<file path="config.mk">
export PLATFORM = sky130hd
export DESIGN_NAME = rt_seg_cnt_flat
export DESIGN_NICKNAME = d
export VERILOG_FILES = /design/src/rtl/rt_seg_cnt_if.sv /design/src/rtl/rt_seg_cnt.sv /design/src/flat_wrapper.sv
export SDC_FILE = /design/constraint.sdc
export NUM_CORES = 1
export LEC_CHECK = 0
export BUFFER_PORTS_ARGS = -buffer_cell sky130_fd_sc_hd__buf_2
export CAP_MARGIN = 20
export CORE_MARGIN = 1
export CORE_UTILIZATION = 58
export DETAILED_ROUTE_END_ITERATION = 6
export MAX_ROUTING_LAYER = met4
export PLACE_DENSITY = 0.91
export SETUP_SLACK_MARGIN = 0.1
export SYNTH_ARGS = -nofsm -noshare
export SYNTH_HDL_FRONTEND = slang
export SYNTH_SLANG_ARGS = --single-unit
export TNS_END_PERCENT = 100
</file>
<file path="constraint.sdc">
create_clock -name rt_i_clk -period 4.7 [get_ports rt_i_clk]
set_input_delay 0.47 -clock rt_i_clk [delete_from_list [all_inputs] [get_ports rt_i_clk]]
set_output_delay 0.47 -clock rt_i_clk [all_outputs]
set_load 0.02 [all_outputs]
</file>
<file path="src/rtl/rt_seg_cnt_if.sv">
// Bus bundle for rt_seg_cnt: control, load/compare values and count outputs.
// Snapshot signals exist only when RT_SEG_CNT_SNAPSHOT_EN is defined.
interface rt_seg_cnt_if #(
   parameter int CNT_W = 32
);
   logic             rt_i_clr;
   logic             rt_i_ld;
   logic [CNT_W-1:0] rt_i_ld_val;
   logic             rt_i_ce;
   logic             rt_i_dn;
   logic [CNT_W-1:0] rt_i_cmp;
   logic [CNT_W-1:0] rt_o_cnt;
   logic             rt_o_match;
   logic             rt_o_wrap;
`ifdef RT_SEG_CNT_SNAPSHOT_EN
   logic             rt_i_snap;
   logic [CNT_W-1:0] rt_o_snap_cnt;
   logic             rt_o_snap_vld;
`endif

   modport master (
`ifdef RT_SEG_CNT_SNAPSHOT_EN
      output rt_i_snap,
      input  rt_o_snap_cnt, rt_o_snap_vld,
`endif
      output rt_i_clr, rt_i_ld, rt_i_ld_val, rt_i_ce, rt_i_dn, rt_i_cmp,
      input  rt_o_cnt, rt_o_match, rt_o_wrap
   );

   modport slave (
`ifdef RT_SEG_CNT_SNAPSHOT_EN
      input  rt_i_snap,
      output rt_o_snap_cnt, rt_o_snap_vld,
`endif
      input  rt_i_clr, rt_i_ld, rt_i_ld_val, rt_i_ce, rt_i_dn, rt_i_cmp,
      output rt_o_cnt, rt_o_match, rt_o_wrap
   );
endinterface

</file>
<file path="src/rtl/rt_seg_cnt.sv">
// Segmented up/down counter with registered per-segment carry flags, compare and wrap/saturate.
// Optional snapshot capture is enabled by defining RT_SEG_CNT_SNAPSHOT_EN.
module rt_seg_cnt #(
   parameter int CNT_W = 32,
   parameter int SEG_W = 8,
   parameter int SAT   = 0
) (
   input  logic         rt_i_clk,
   input  logic         rt_i_rst_n,
   rt_seg_cnt_if.slave  bus
);
   localparam int N      = CNT_W / SEG_W;
   localparam bit SAT_EN = (SAT != 0);

   typedef logic [SEG_W-1:0] seg_t;

   seg_t [N-1:0] seg_q, seg_d;
   logic [N-1:0] ones_q, ones_d;
   logic [N-1:0] zeros_q, zeros_d;
   logic [N-1:0] eq_q, eq_d;
   logic [N-1:0] step_en;
   logic         wrap_q, wrap_d;
   logic         cnt_evt, at_limit, sat_hold;
   logic         pre_ones, pre_zeros, carry;

   // NOTE: every variable driven here gets a default first so no latch can be inferred.
   always_comb begin
      cnt_evt   = bus.rt_i_ce & ~bus.rt_i_clr & ~bus.rt_i_ld;
      at_limit  = bus.rt_i_dn ? (&zeros_q) : (&ones_q);
      wrap_d    = cnt_evt & at_limit;
      sat_hold  = SAT_EN & at_limit;
      pre_ones  = 1'b1;
      pre_zeros = 1'b1;
      carry     = 1'b0;
      step_en   = '0;
      seg_d     = seg_q;
      ones_d    = '0;
      zeros_d   = '0;
      eq_d      = '0;
      for (int k = 0; k < N; k++) begin
         // Carry into seg[k] is the AND of the registered flags of seg[0..k-1].
         carry      = bus.rt_i_dn ? pre_zeros : pre_ones;
         step_en[k] = cnt_evt & ~sat_hold & carry;
         pre_ones   = pre_ones & ones_q[k];
         pre_zeros  = pre_zeros & zeros_q[k];

         if (bus.rt_i_clr)
            seg_d[k] = '0;
         else if (bus.rt_i_ld)
            seg_d[k] = bus.rt_i_ld_val[k*SEG_W +: SEG_W];
         else if (step_en[k])
            seg_d[k] = bus.rt_i_dn ? (seg_q[k] - seg_t'(1)) : (seg_q[k] + seg_t'(1));

         ones_d[k]  = &seg_d[k];
         zeros_d[k] = ~|seg_d[k];
         eq_d[k]    = (seg_q[k] == bus.rt_i_cmp[k*SEG_W +: SEG_W]);
      end
   end

   // NOTE: sequential state uses non-blocking assignments only.
   always_ff @(posedge rt_i_clk or negedge rt_i_rst_n) begin
      if (!rt_i_rst_n) begin
         seg_q   <= '0;
         ones_q  <= '0;
         zeros_q <= '1;
         eq_q    <= '0;
         wrap_q  <= 1'b0;
      end else begin
         seg_q   <= seg_d;
         ones_q  <= ones_d;
         zeros_q <= zeros_d;
         eq_q    <= eq_d;
         wrap_q  <= wrap_d;
      end
   end

   assign bus.rt_o_cnt   = seg_q;
   assign bus.rt_o_match = &eq_q;
   assign bus.rt_o_wrap  = wrap_q;

`ifdef RT_SEG_CNT_SNAPSHOT_EN
   logic [CNT_W-1:0] snap_cnt_q;
   logic             snap_vld_q;

   // Captures the post-edge count so the snapshot is coherent across segments.
   always_ff @(posedge rt_i_clk or negedge rt_i_rst_n) begin
      if (!rt_i_rst_n) begin
         snap_cnt_q <= '0;
         snap_vld_q <= 1'b0;
      end else begin
         snap_vld_q <= bus.rt_i_snap;
         if (bus.rt_i_snap)
            snap_cnt_q <= seg_d;
      end
   end

   assign bus.rt_o_snap_cnt = snap_cnt_q;
   assign bus.rt_o_snap_vld = snap_vld_q;
`endif
endmodule

</file>
<file path="src/flat_wrapper.sv">
// flat-port wrapper written by rule: the top's interface ports become plain ports
module rt_seg_cnt_flat 
#(
   parameter int CNT_W = 32,
   parameter int SEG_W = 8,
   parameter int SAT   = 0
)
  (rt_i_clk, rt_i_rst_n, bus_rt_i_clr, bus_rt_i_ld, bus_rt_i_ld_val, bus_rt_i_ce, bus_rt_i_dn, bus_rt_i_cmp, bus_rt_o_cnt, bus_rt_o_match, bus_rt_o_wrap);
  rt_seg_cnt_if #(.CNT_W(CNT_W)) bus_i ();
  input  logic rt_i_clk;
  input  logic rt_i_rst_n;
  input wire logic [$bits(bus_i.rt_i_clr)-1:0] bus_rt_i_clr;
  input wire logic [$bits(bus_i.rt_i_ld)-1:0] bus_rt_i_ld;
  input wire logic [$bits(bus_i.rt_i_ld_val)-1:0] bus_rt_i_ld_val;
  input wire logic [$bits(bus_i.rt_i_ce)-1:0] bus_rt_i_ce;
  input wire logic [$bits(bus_i.rt_i_dn)-1:0] bus_rt_i_dn;
  input wire logic [$bits(bus_i.rt_i_cmp)-1:0] bus_rt_i_cmp;
  output wire logic [$bits(bus_i.rt_o_cnt)-1:0] bus_rt_o_cnt;
  output wire logic [$bits(bus_i.rt_o_match)-1:0] bus_rt_o_match;
  output wire logic [$bits(bus_i.rt_o_wrap)-1:0] bus_rt_o_wrap;
  assign bus_i.rt_i_clr = bus_rt_i_clr;
  assign bus_i.rt_i_ld = bus_rt_i_ld;
  assign bus_i.rt_i_ld_val = bus_rt_i_ld_val;
  assign bus_i.rt_i_ce = bus_rt_i_ce;
  assign bus_i.rt_i_dn = bus_rt_i_dn;
  assign bus_i.rt_i_cmp = bus_rt_i_cmp;
  assign bus_rt_o_cnt = bus_i.rt_o_cnt;
  assign bus_rt_o_match = bus_i.rt_o_match;
  assign bus_rt_o_wrap = bus_i.rt_o_wrap;
  rt_seg_cnt #(.CNT_W(CNT_W), .SEG_W(SEG_W), .SAT(SAT)) u_core (.rt_i_clk(rt_i_clk), .rt_i_rst_n(rt_i_rst_n), .bus(bus_i));
endmodule
</file>
After elaboration in Yosys (flattened, before gate mapping)
Index checks and enable logic that the tools add are counted.
W data, S select, Z words.

storage, ports and cells
  logic and storage cells = 67
  output and inout port bits = 34
  bits in registers = 45
  input bits = 70

cells by class
  eq/ne operators = 4
  reductions and logical operators = 15
  $add $sub $neg = 8
  bitwise operators = 12
  muxes and demuxes = 20

operators by type and width
  kind                   number
  $mux W8                16
  $add A8 B1 Y8 const B  4
  $eq A8 B8 Y1           4
  $reduce_and A8 Y1      4
  $reduce_or A8 Y1       4
  $sub A8 B1 Y8 const B  4
  $reduce_and A4 Y1      3
  $and A1 B1 Y1          10
  $logic_not A1 Y1       4
  $mux W1                4
  $not A1 Y1             2

Logic depth before layout (Yosys ltp)
Gate-level depths: netlist (run 1).

  word-level depth = 9
  mapped depth = 9
  depth with buffers taken out = 8

Worst setup path after synthesis (run 1)
OpenSTA, ideal clock, no wires.

  path type = reg2reg
  start point = register u_core.seg_q, in the netlist u_core.bus.rt_o_cnt[27]
  end point = register u_core.ones_q[3]
  clock period less this slack = 2.403 ns
  path slack = 2.297 ns
  library setup time = 0.068 ns
  data required time = 4.632 ns
  arrival time = 2.335 ns
  cell stages (with the launch flop) = 9
  path through = dfrtp_1 -> ha_1 -> a21o_1 -> a21oi_1 -> o21ai_0 -> xnor2_1 -> a2111oi_2 -> nor4bb_1 -> and4_1

RTL lines
  what                    line              source
  from (decl)             rt_seg_cnt.sv:17  seg_t [N-1:0] seg_q, seg_d;
  from (signal assigned)  rt_seg_cnt.sv:69  seg_q <= seg_d;
  to (signal assigned)    rt_seg_cnt.sv:70  ones_q <= ones_d;
  to (decl)               rt_seg_cnt.sv:18  logic [N-1:0] ones_q, ones_d;

==> results of run 1 <==
[cell usage after synthesis (5+ instances only)]
cell type  number
o21ai_0        21
a221oi_1        5
mux2i_1         9
nor2_1         35
inv_1          21
and4_1          5
o21bai_1        5
nor3_1         11
clkbuf_1        7
a31oi_1         6
ha_1           24
nand2b_1        7
nand2_1        28
a211oi_1       12
xnor2_1        43
nand3_1        13
xor2_1          9
dfrtp_1        41
a21oi_1        24
a21o_1          7
nand4_1        11
[where the power goes]
group          switching [uW]  internal [uW]  leakage (uW)
clock                     142            106     0.0000385
combinational             201            156       0.00147
sequential               34.5            413      0.000587
[metrics by stage]
step / cells / hold WS, ps / power, uW / cell area (um^2) / setup slack [ps]
2_1_floorplan: 427 / 174 / 693 / 3790 / 2300
3_5_place_dp: 591 / 512 / 804 / 4310 / 1380
6_report: 600 / 63.0 / 1050 / 4420 / 1650
4_1_cts: 599 / 365 / 1050 / 4400 / 1680
5_1_grt: 600 / 72.9 / 1110 / 4420 / 1390
3_3_place_gp: 591 / 500 / 789 / 4310 / 1530
[sequential cells by signal (all words and copies together), names as in the netlist]
signal                cells
u_core.bus.rt_o_cnt      32
u_core.bus.rt_o_wrap      1
u_core.eq_q               4
u_core.ones_q             4
u_core.zeros_q            4
[placed cells by master (no fill, tap or decap), drive strengths merged, types with 4 or more instances in the layout]
cell,count
a211oi,13
a21oi,25
nand2b,7
a31oi,6
xor2,9
ha,24
a221oi,5
nand4,11
o21bai,5
nand2,28
a21o,7
dfstp,4
buf,105
nor2,37
mux2i,9
xnor2,43
and4,5
o21ai,22
nand3,13
dfrtp,41
inv,21
nor4,5
clkbuf,7
fa,4
nor3,11
[layer usage]
metal  vias up  part of all wire  GRT usage
li1       1755                 -          -
met1      1786              0.42      0.390
met2       186              0.49      0.499
met3        27             0.072     0.0398
met4         0             0.020     0.0972
met5         -                 0          -
[worst min-delay path by stage]
| stage | startpoint | end | cells after the start |
|---|---|---|---|
| detailed placement | u_core.ones_q[3] | u_core.bus.rt_o_wrap | 2 |
| finish | rt_i_rst_n | u_core.bus.rt_o_cnt[29] | 1 |
| global placement | u_core.ones_q[3] | u_core.bus.rt_o_wrap | 2 |
| global route | rt_i_rst_n | u_core.bus.rt_o_cnt[29] | 1 |
| floorplan | rt_i_rst_n | u_core.bus.rt_o_cnt[0] | 0 |
| CTS | rt_i_rst_n | u_core.bus.rt_o_wrap | 1 |
[final cells by class]
class / instances / area share
clock inverters: 1 / 0.00170
well taps: 77 / 0.0218
flip-flops and latches: 45 / 0.256
multi-input cells: 344 / 0.562
inverters: 21 / 0.0178
repair buffers: 105 / 0.123
clock buffers: 7 / 0.0173
[logic make-up (layout without fill, tap and decap cells)]
group	after synthesis	in the layout	share of synthesized area
AO/OA/AOI/OAI	111	111	0.201
XOR/XNOR	52	52	0.120
adder cells (fa/ha/maj)	28	28	0.100
buffers and inverters	38	134	0.0459
flip-flops	45	45	0.299
multiplexers	11	11	0.0297
AND/OR/NAND/NOR	142	142	0.204
[worst reg2reg max path: cells and delay by family, from the launching register on]
kind / cells / cell delay (ps)
AO/OA/AOI/OAI: 4 / 1040
AND/OR/NAND/NOR: 2 / 520
flip-flops: 1 / 490
adder cells (fa/ha/maj): 1 / 390
XOR/XNOR: 1 / 170
==> results.cfg, run 1 <==
[place]
dpl.hpwl_um = 7370
port_buffers = 103
gp_congestion = 0.905

[sta]
finalSetupViolCount = 0
slew_headroom = 0.386
finClkSkew_ps = 13.5
min_period_over_period = 0.648
tightest_slew_ps = 917
slew_viol_final = 0
setup_tns_ps = 0
rsz0062_at_grt = no
maxClockFrequency_ghz = 0.328
period_needed_ps = 3050
hold_viol_final = 0

[clocking]
clockBufferDepth = 2
ctsResizeCount = 0
ctsRootBufferMaster = clkbuf_8
cts_buffers = 5
clock_sinks = 45
post-cts-setup-buffers = 0
h-tree-depth = 2
clk_latency_ps = 310
cts_tree = yes
postCtsHoldBufs = 0
clkTransAtPathRegs_ps = 90

[finish]
multi_input_area_um2 = 2480
syn_to_final_growth_pct = 16.6
drive_gt1_frac = 0.247
n_fill_cell = 510
fin_nets = 620
diodes = 0
utilization = 0.700
seq_area_um2 = 1130

[synth]
synthArstFlopShare = 1.00
yosysTopAreaCell = dfrtp_1
synth_flop_cell = dfrtp_1
yosysWarningCount = 0
synth_top_cell_area_share = 0.271
synth-edff-count = 0
netlist_area_um2 = 3790
yosys_register_bits = 45
ys_seq_area_frac = 0.299
synthDistinctLibCells = 65
avgSynthCellArea_um2 = 8.87
syn-num-nets = 525
synth_cells = 427
synth.area.top_cells = dfrtp_1, xnor2_1, ha_1, nor2_1, a21oi_1

[route]
vias = 3754
dr.pass1.iters = 5
vias_per_cell = 6.26
routed_wl_um = 10100
drtIter0Drc = 288
drc = 0
ant_nets = 0
wl_per_cell_um = 16.8

[run]
drv_cap = 0

[critical_path]
critPathMaxFanout = 46
r2r_end = u_core.ones_q[3]
critical_path.startpoint_type = input pin
critical_path_required_ps = 4950
critPathCapture = u_core.ones_q[3]
r2r.worst_path.cells = 8
end_kind = flip-flop
crit_start = bus_rt_i_dn
cp_slowest_stage_delay_ps = 680
critPathBufInv = 1
slowest_stage = buf_2
r2r_setup_slack_ps = 2050
crit_arrival_ps = 3300
worstReg2RegStart = u_core.bus.rt_o_cnt[27]
crit_chain = buf_2, ha_1, a21o_1, a21oi_1, o21ai_0, xnor2_1, a2111oi_2, nor4bb_1, and4_1
crit_cells = 9
critPathTopFamily = compound AO/OA/AOI/OAI gates
crit_type = in -> reg

[floorplan]
num_rows = 29
die_w_um = 82.8
die_area_um2 = 6860
start_util = 0.600
die_y_um = 82.8
coreArea_um2 = 6310
ios = 104

[grt]
grt-ovfl-total = 0
first_global_vias = 3498
antenna_found_initial = 0
grt_usage = 0.303
grt_max_degree = 47
grt_pass1_wl_um = 16500

[run_status]
status = complete, no violations

[min_path]
hp-class = in -> async

[pwr]
p_per_area_nw_per_um2 = 238
ir_drop_mv = 0.151
leakagePower_uw = 0.00210
No activity file was read; power rests on OpenSTA's default activity.
==> run 2: changes to the inputs <==
--- a/config.mk
+++ b/config.mk
@@ -5,13 +5,14 @@
 export SDC_FILE = /design/constraint.sdc
 export NUM_CORES = 1
 export LEC_CHECK = 0
+export ABC_AREA = 1
 export BUFFER_PORTS_ARGS = -buffer_cell sky130_fd_sc_hd__buf_2
 export CAP_MARGIN = 20
 export CORE_MARGIN = 1
-export CORE_UTILIZATION = 58
+export CORE_UTILIZATION = 54
 export DETAILED_ROUTE_END_ITERATION = 6
 export MAX_ROUTING_LAYER = met4
-export PLACE_DENSITY = 0.91
+export PLACE_DENSITY = 0.85
 export SETUP_SLACK_MARGIN = 0.1
 export SYNTH_ARGS = -nofsm -noshare
 export SYNTH_HDL_FRONTEND = slang
==> constraint.sdc (replaced) <==
create_clock -name rt_i_clk -period 2.98 [get_ports rt_i_clk]
set_input_delay 0.298 -clock rt_i_clk [delete_from_list [all_inputs] [get_ports rt_i_clk]]
set_output_delay 0.298 -clock rt_i_clk [all_outputs]
set_load 0.02 [all_outputs]
==> run 2 against run 1 <==
Cell count is 29% higher; sequential cell count stayed put; sequential power is 57% higher; synthesized cell count is 34% higher; critical path depth is 2 higher; non-clock buffer count is 3 higher; synthesized area is 5.4% higher.
==> results.cfg, run 2 <==
[run_status]
status = complete, no violations

[grt]
grt_max_degree = 46
grt_pass1_wl_um = 17200
top_usage_layer = met2
first_global_vias = 3859
grt_usage = 0.293
grt_util_met3 = 0.0358
antenna_found_initial = 0
met1_usage = 0.362
use_met2 = 0.499
grt-ovfl-total = 0

[critical_path]
crit_top_cell = nand2_1
critical_path_required_ps = 3220
critPathBufInv = 1
crit_type = in -> reg
crit_chain = buf_2, ha_1, a21oi_1, nand2_1, nand3_1, nand2_1, nand2_1, nand3_1, a21boi_0, nand2_1, nor2_1
slowest_stage = buf_2
end_kind = flip-flop
critPathMaxFanout = 29
critical_path.startpoint_type = input pin
critPathTopFamily = simple AND/OR/NAND/NOR gates
crit_arrival_ps = 2340
cp_slowest_stage_delay_ps = 510

[floorplan]
ios = 104
start_util = 0.572
coreArea_um2 = 6980
die_y_um = 88.0
die_w_um = 88.0
die_area_um2 = 7750
num_rows = 30

[place]
pre_cts_ws_ps = 604
placed_area_um2 = 4580
dpl.hpwl_um = 7960
gp_congestion = 0.908
port_buffers = 103

[clocking]
clock_sinks = 45
clk_latency_ps = 300
clkTransAtPathRegs_ps = 80
h-tree-depth = 2
ctsRootBufferMaster = clkbuf_8
clockBufferDepth = 2
cts_tree = yes
ctsResizeCount = 0
cts_buffers = 5

[pwr]
ir_drop_mv = 0.224
p_per_area_nw_per_um2 = 358
leakagePower_uw = 0.00261
power.total_uw = 1680

[synth]
yosysWarningCount = 0
synth_flop_cell = dfrtp_1
synthDistinctLibCells = 41
avgSynthCellArea_um2 = 6.98
synth_common_cells = nand2_1, inv_1, nor2_1
synth-edff-count = 0
synth_cells = 572
syn-num-nets = 670
ys_seq_area_frac = 0.283
synthArstFlopShare = 1.00
synth.area.top_cells = dfrtp_1, nand2_1, ha_1, nand3_1, inv_1
netlist_area_um2 = 4000
synth_most_common_cell = nand2_1
yosys_register_bits = 45
yosysTopAreaCell = dfrtp_1
synth_top_cell_area_share = 0.257

[min_path]
hp-class = in -> reg

[finish]
diodes = 0
syn_to_final_growth_pct = 17.4
final_common_cell = nand2_1
final_cell_area_um2 = 4690
fin_nets = 773
largest_reg_flops = 32
final_cell_mix = nand2_1, buf_2, inv_1, nor2_1, nand3_1
drive_gt1_frac = 0.207

[route]
wl_per_cell_um = 13.2
dr.pass1.iters = 4
drc = 0
drtIter0Drc = 241
vias_per_cell = 5.30
vias = 4092
ant_nets = 0
routed_wl_um = 10200

[sta]
hold_viol_final = 0
setup_slack_ps = 879
min_period_over_period = 0.705
setup_tns_ps = 0
finalSetupViolCount = 0
period_needed_ps = 2100
slew_headroom = 0.565
tightest_slew_ps = 652
finClkSkew_ps = 3.69
rsz0062_at_grt = no
maxClockFrequency_ghz = 0.476
slew_viol_final = 0

[run]
drv_cap = 0
run 2: cell count changes after synthesis, sizes merged, moves of 9 or more:
cell,previous run,this run
nand2,28,140
inv,21,73
nand3,13,57
nor2,37,71
xnor2,43,29
a211oi,13,0
mux2i,9,0
run 2: cell families (layout without fill, tap and decap cells):
group	Yosys count	in the layout	share of synthesized area
and+or+nand+nor	302	302	0.344
buffers and inverters	85	189	0.0864
AOI/OAI and AO/OA	71	71	0.102
DFF	45	45	0.283
xor gates and xnor gates	41	41	0.0899
adders and majority gates	28	28	0.0952
run 2: stage by stage:
step                      utilization  hold WS, ps  cells
after floorplan                     -         2.41    572
after global placement          0.656          519    762
after detailed placement        0.656          509    762
after CTS                       0.668          204    770
after global routing            0.672          292    772
final                           0.672          279    772
run 2: area by class of cell:
cell class,instances,area [um^2]
multi-input combinational,442,2520
sequential,45,1130
clock buffer,8,80.1
timing repair buffer,108,568
inverter,73,274
fill,641,2290
tap,96,120
run 2: report_power, final:
group          switching (uW)  internal [uW]
combinational             359            244
clock                     207            167
sequential               52.5            649
total                     619           1060
run 2: layer usage:
metal | up-vias | wire, um | part of all wire
met1 | 1893 | 4420 | 0.43
met3 | 17 | 536 | 0.052
met4 | 0 | 172 | 0.017
li1 | 2053 | - | -
met2 | 129 | 5090 | 0.50
met5 | - | 0 | 0
run 2: timing repair:
item / 4_1_cts / 5_1_grt
endpoints found under the hold margin: 0 / 4
setup buffers: 0 / 0
endpoints found under the setup margin: 0 / 0
hold buffers: 0 / 1
run 2: tightest hold or removal path, stage by stage:
cell and delay (ps):
buf_2 80, xnor2_1 50, nand4_1 70, nor2_1 50
run 2: path summary, 6_finish.rpt:
kind                            slack [ps]                     from  depth (start not counted)                      to
worst max-delay path                   880              bus_rt_i_dn                         11        u_core.ones_q[2]
worst min-delay path                   280         bus_rt_i_cmp[23]                          4          u_core.eq_q[2]
worst max register to register         990  u_core.bus.rt_o_cnt[18]                         10        u_core.ones_q[2]
worst min register to register         520        u_core.zeros_q[3]                          2    u_core.bus.rt_o_wrap
max in group asynchronous             2120               rt_i_rst_n                          3       u_core.zeros_q[2]
min in group asynchronous              360               rt_i_rst_n                          2  u_core.bus.rt_o_cnt[2]
==> run 3: changes to the inputs <==
--- a/config.mk
+++ b/config.mk
@@ -5,14 +5,14 @@
 export SDC_FILE = /design/constraint.sdc
 export NUM_CORES = 1
 export LEC_CHECK = 0
-export ABC_AREA = 1
+export ABC_AREA = 0
 export BUFFER_PORTS_ARGS = -buffer_cell sky130_fd_sc_hd__buf_2
 export CAP_MARGIN = 20
 export CORE_MARGIN = 1
 export CORE_UTILIZATION = 54
 export DETAILED_ROUTE_END_ITERATION = 6
 export MAX_ROUTING_LAYER = met4
-export PLACE_DENSITY = 0.85
+export PLACE_DENSITY = 0.86
 export SETUP_SLACK_MARGIN = 0.1
 export SYNTH_ARGS = -nofsm -noshare
 export SYNTH_HDL_FRONTEND = slang
==> constraint.sdc (replaced) <==
create_clock -name rt_i_clk -period 2 [get_ports rt_i_clk]
set_input_delay 0.2 -clock rt_i_clk [delete_from_list [all_inputs] [get_ports rt_i_clk]]
set_output_delay 0.2 -clock rt_i_clk [all_outputs]
set_load 0.02 [all_outputs]
==> run 3 against run 2 <==
The flow now finishes with violations (negative setup slack); clock power increased by 60%; global-route usage up 13 points; sequential power is 50% higher; worst hold slack worse by 130 ps; non-clock buffer count rose by 116; core utilization up 23 points; first-iteration DRC count grew to 2.8 times the previous value; sequential cell count stayed put; register-to-register slack lost 1500 ps; via count grew 25%; clock skew is 10 ps higher; wire length up 84%; critical path type is now reg -> reg.
==> results.cfg, run 3 (synthesis results as in run 1) <==
[run_status]
status = finished, violations left
violations = negative setup slack

[floorplan]
die_y_um = 85.8
coreArea_um2 = 6790
die_w_um = 85.8
ios = 104
start_util = 0.558
num_rows = 30
die_area_um2 = 7350

[pwr]
p_sw_frac = 0.397
intPower_uw = 1910
p_seq_frac = 0.332
leakagePower_uw = 0.00277
p_sw_uw = 1250
p_per_area_nw_per_um2 = 516
ir_drop_mv = 0.374
clockPowerShare = 0.189
power.total_uw = 3160
combPwrFrac = 0.479

[clocking]
ctsRootBufferMaster = clkbuf_8
clock_sinks = 45
cts_tree = yes
clk_latency_ps = 320
h-tree-depth = 2
cts_buffers = 5
clockBufferDepth = 2
clkTransAtPathRegs_ps = 100

[sta]
rsz0062_at_grt = yes
hold_viol_final = 0
slew_viol_final = 0
min_period_over_period = 1.27
holdWs_ps = 146
finClkSkew_ps = 14.1
maxClockFrequency_ghz = 0.395
tightest_slew_ps = 647
slew_headroom = 0.567
period_needed_ps = 2530
finalSetupViolCount = 20
setup_slack_ps = -532

[critical_path]
critical_path.startpoint_type = flip-flop
end_kind = flip-flop
critPathMaxFanout = 3
critical_path_required_ps = 2190
crit_type = reg -> reg
crit_arrival_ps = 2720

[finish]
fin_nets = 740
largest_reg_flops = 32
final_cell_mix = buf_4, buf_2, xnor2_1
final_common_cell = buf_4
drive_gt1_frac = 0.552
syn_to_final_growth_pct = 61.5

[route]
drtIter0Drc = 686
top_layer_used = met4
dr.pass1.iters = 7
dr_wl_met2_um = 8420
vias_per_cell = 6.94
wl_per_cell_um = 25.4
met1_length_um = 6140
dr_wl_met3_um = 2530
ant_nets = 0
drc = 0
vias = 5133
routed_wl_um = 18800

[place]
dpl.hpwl_um = 9630
port_buffers = 103
gp_congestion = 0.956

[grt]
first_global_vias = 4585
grt-ovfl-total = 0
antenna_found_initial = 1
grt_pass1_wl_um = 23300
grt_max_degree = 26
grt_usage = 0.428

[run]
drv_cap = 0

[min_path]
hp-class = in -> reg
run 3: cell count changes in the layout (fill, tap and decap cells not counted), moves of 10 or more:
cell     delta
inv_1      -49
xnor2_1    +12
nor2_1     -37
buf_4     +106
ha_1       -15
dfrtp_1    -17
a21oi_1    -16
ha_4       +15
nand2_1   -112
dfrtp_2    +17
o21ai_0    -10
nand3_1    -44
run 3: final timing paths:
path / startpoint / to / slack [ps] / cells past startpoint
setup / recovery: u_core.bus.rt_o_cnt[9] / u_core.ones_q[1] / -530 / 8
hold / removal: bus_rt_i_ld_val[2] / u_core.bus.rt_o_cnt[2] / 150 / 3
setup reg to reg: u_core.bus.rt_o_cnt[9] / u_core.ones_q[1] / -530 / 8
hold reg to reg: u_core.ones_q[3] / u_core.bus.rt_o_wrap / 580 / 2
max in group asynchronous: rt_i_rst_n / u_core.zeros_q[3] / 880 / 3
min in group asynchronous: rt_i_rst_n / u_core.eq_q[0] / 420 / 2
run 3: critical path: stages (launching register included):
cell	delay, ps
dfrtp_2	460
fa_2	410
a211oi_4	270
o21ai_1	120
o22ai_1	230
o21ai_1	100
buf_4	160
nand4b_1	240
nor4_2	410
run 3: per-stage QoR:
stage | setup slack [ps] | area, um^2 | instances | utilization | TNS (ps)
after floorplan | -84.6 | 4040 | 427 | - | -261
after global placement | -319 | 5360 | 707 | 0.789 | -2370
after detailed placement | -375 | 5360 | 707 | 0.789 | -3310
after CTS | -162 | 5720 | 725 | 0.841 | -1020
after global routing | -597 | 6120 | 740 | 0.901 | -4930
final | -532 | 6120 | 740 | 0.901 | -4270
run 3: area by class of cell:
type	instances	area [um^2]
Sequential cell	45	1150
Multi-Input combinational cell	345	3180
Fill cell	265	674
Antenna cell	1	2.50
Tap cell	96	120
Clock buffer	6	72.6
Clock inverter	2	10.0
Timing Repair Buffer	224	1500
Inverter	21	78.8
run 3: layer usage:
layer	vias to the layer above	global-route usage
li1	2004	-
met1	2306	0.502
met2	611	0.716
met3	212	0.0626
met4	0	0.223
met5	-	-
run 3: timing repair:
item | in CTS | in global routing
endpoints found under the setup margin | 18 | 28
resized for setup | 38 | 61
hold buffers | 1 | 0
cloned | 1 | 0
buffers inserted | 8 | 17
pin swaps | 30 | 42
hold endpoints to repair | 19 | 0
run 3: power by group through the flow:
stage               sequential, uW  clock [uW]  combinational, uW
finish                        1050         597               1510
global route                  1050         611               1570
CTS                           1040         568               1230
detailed placement            1050           0               1130
global placement              1050           0               1080
floorplan                     1120           0                584
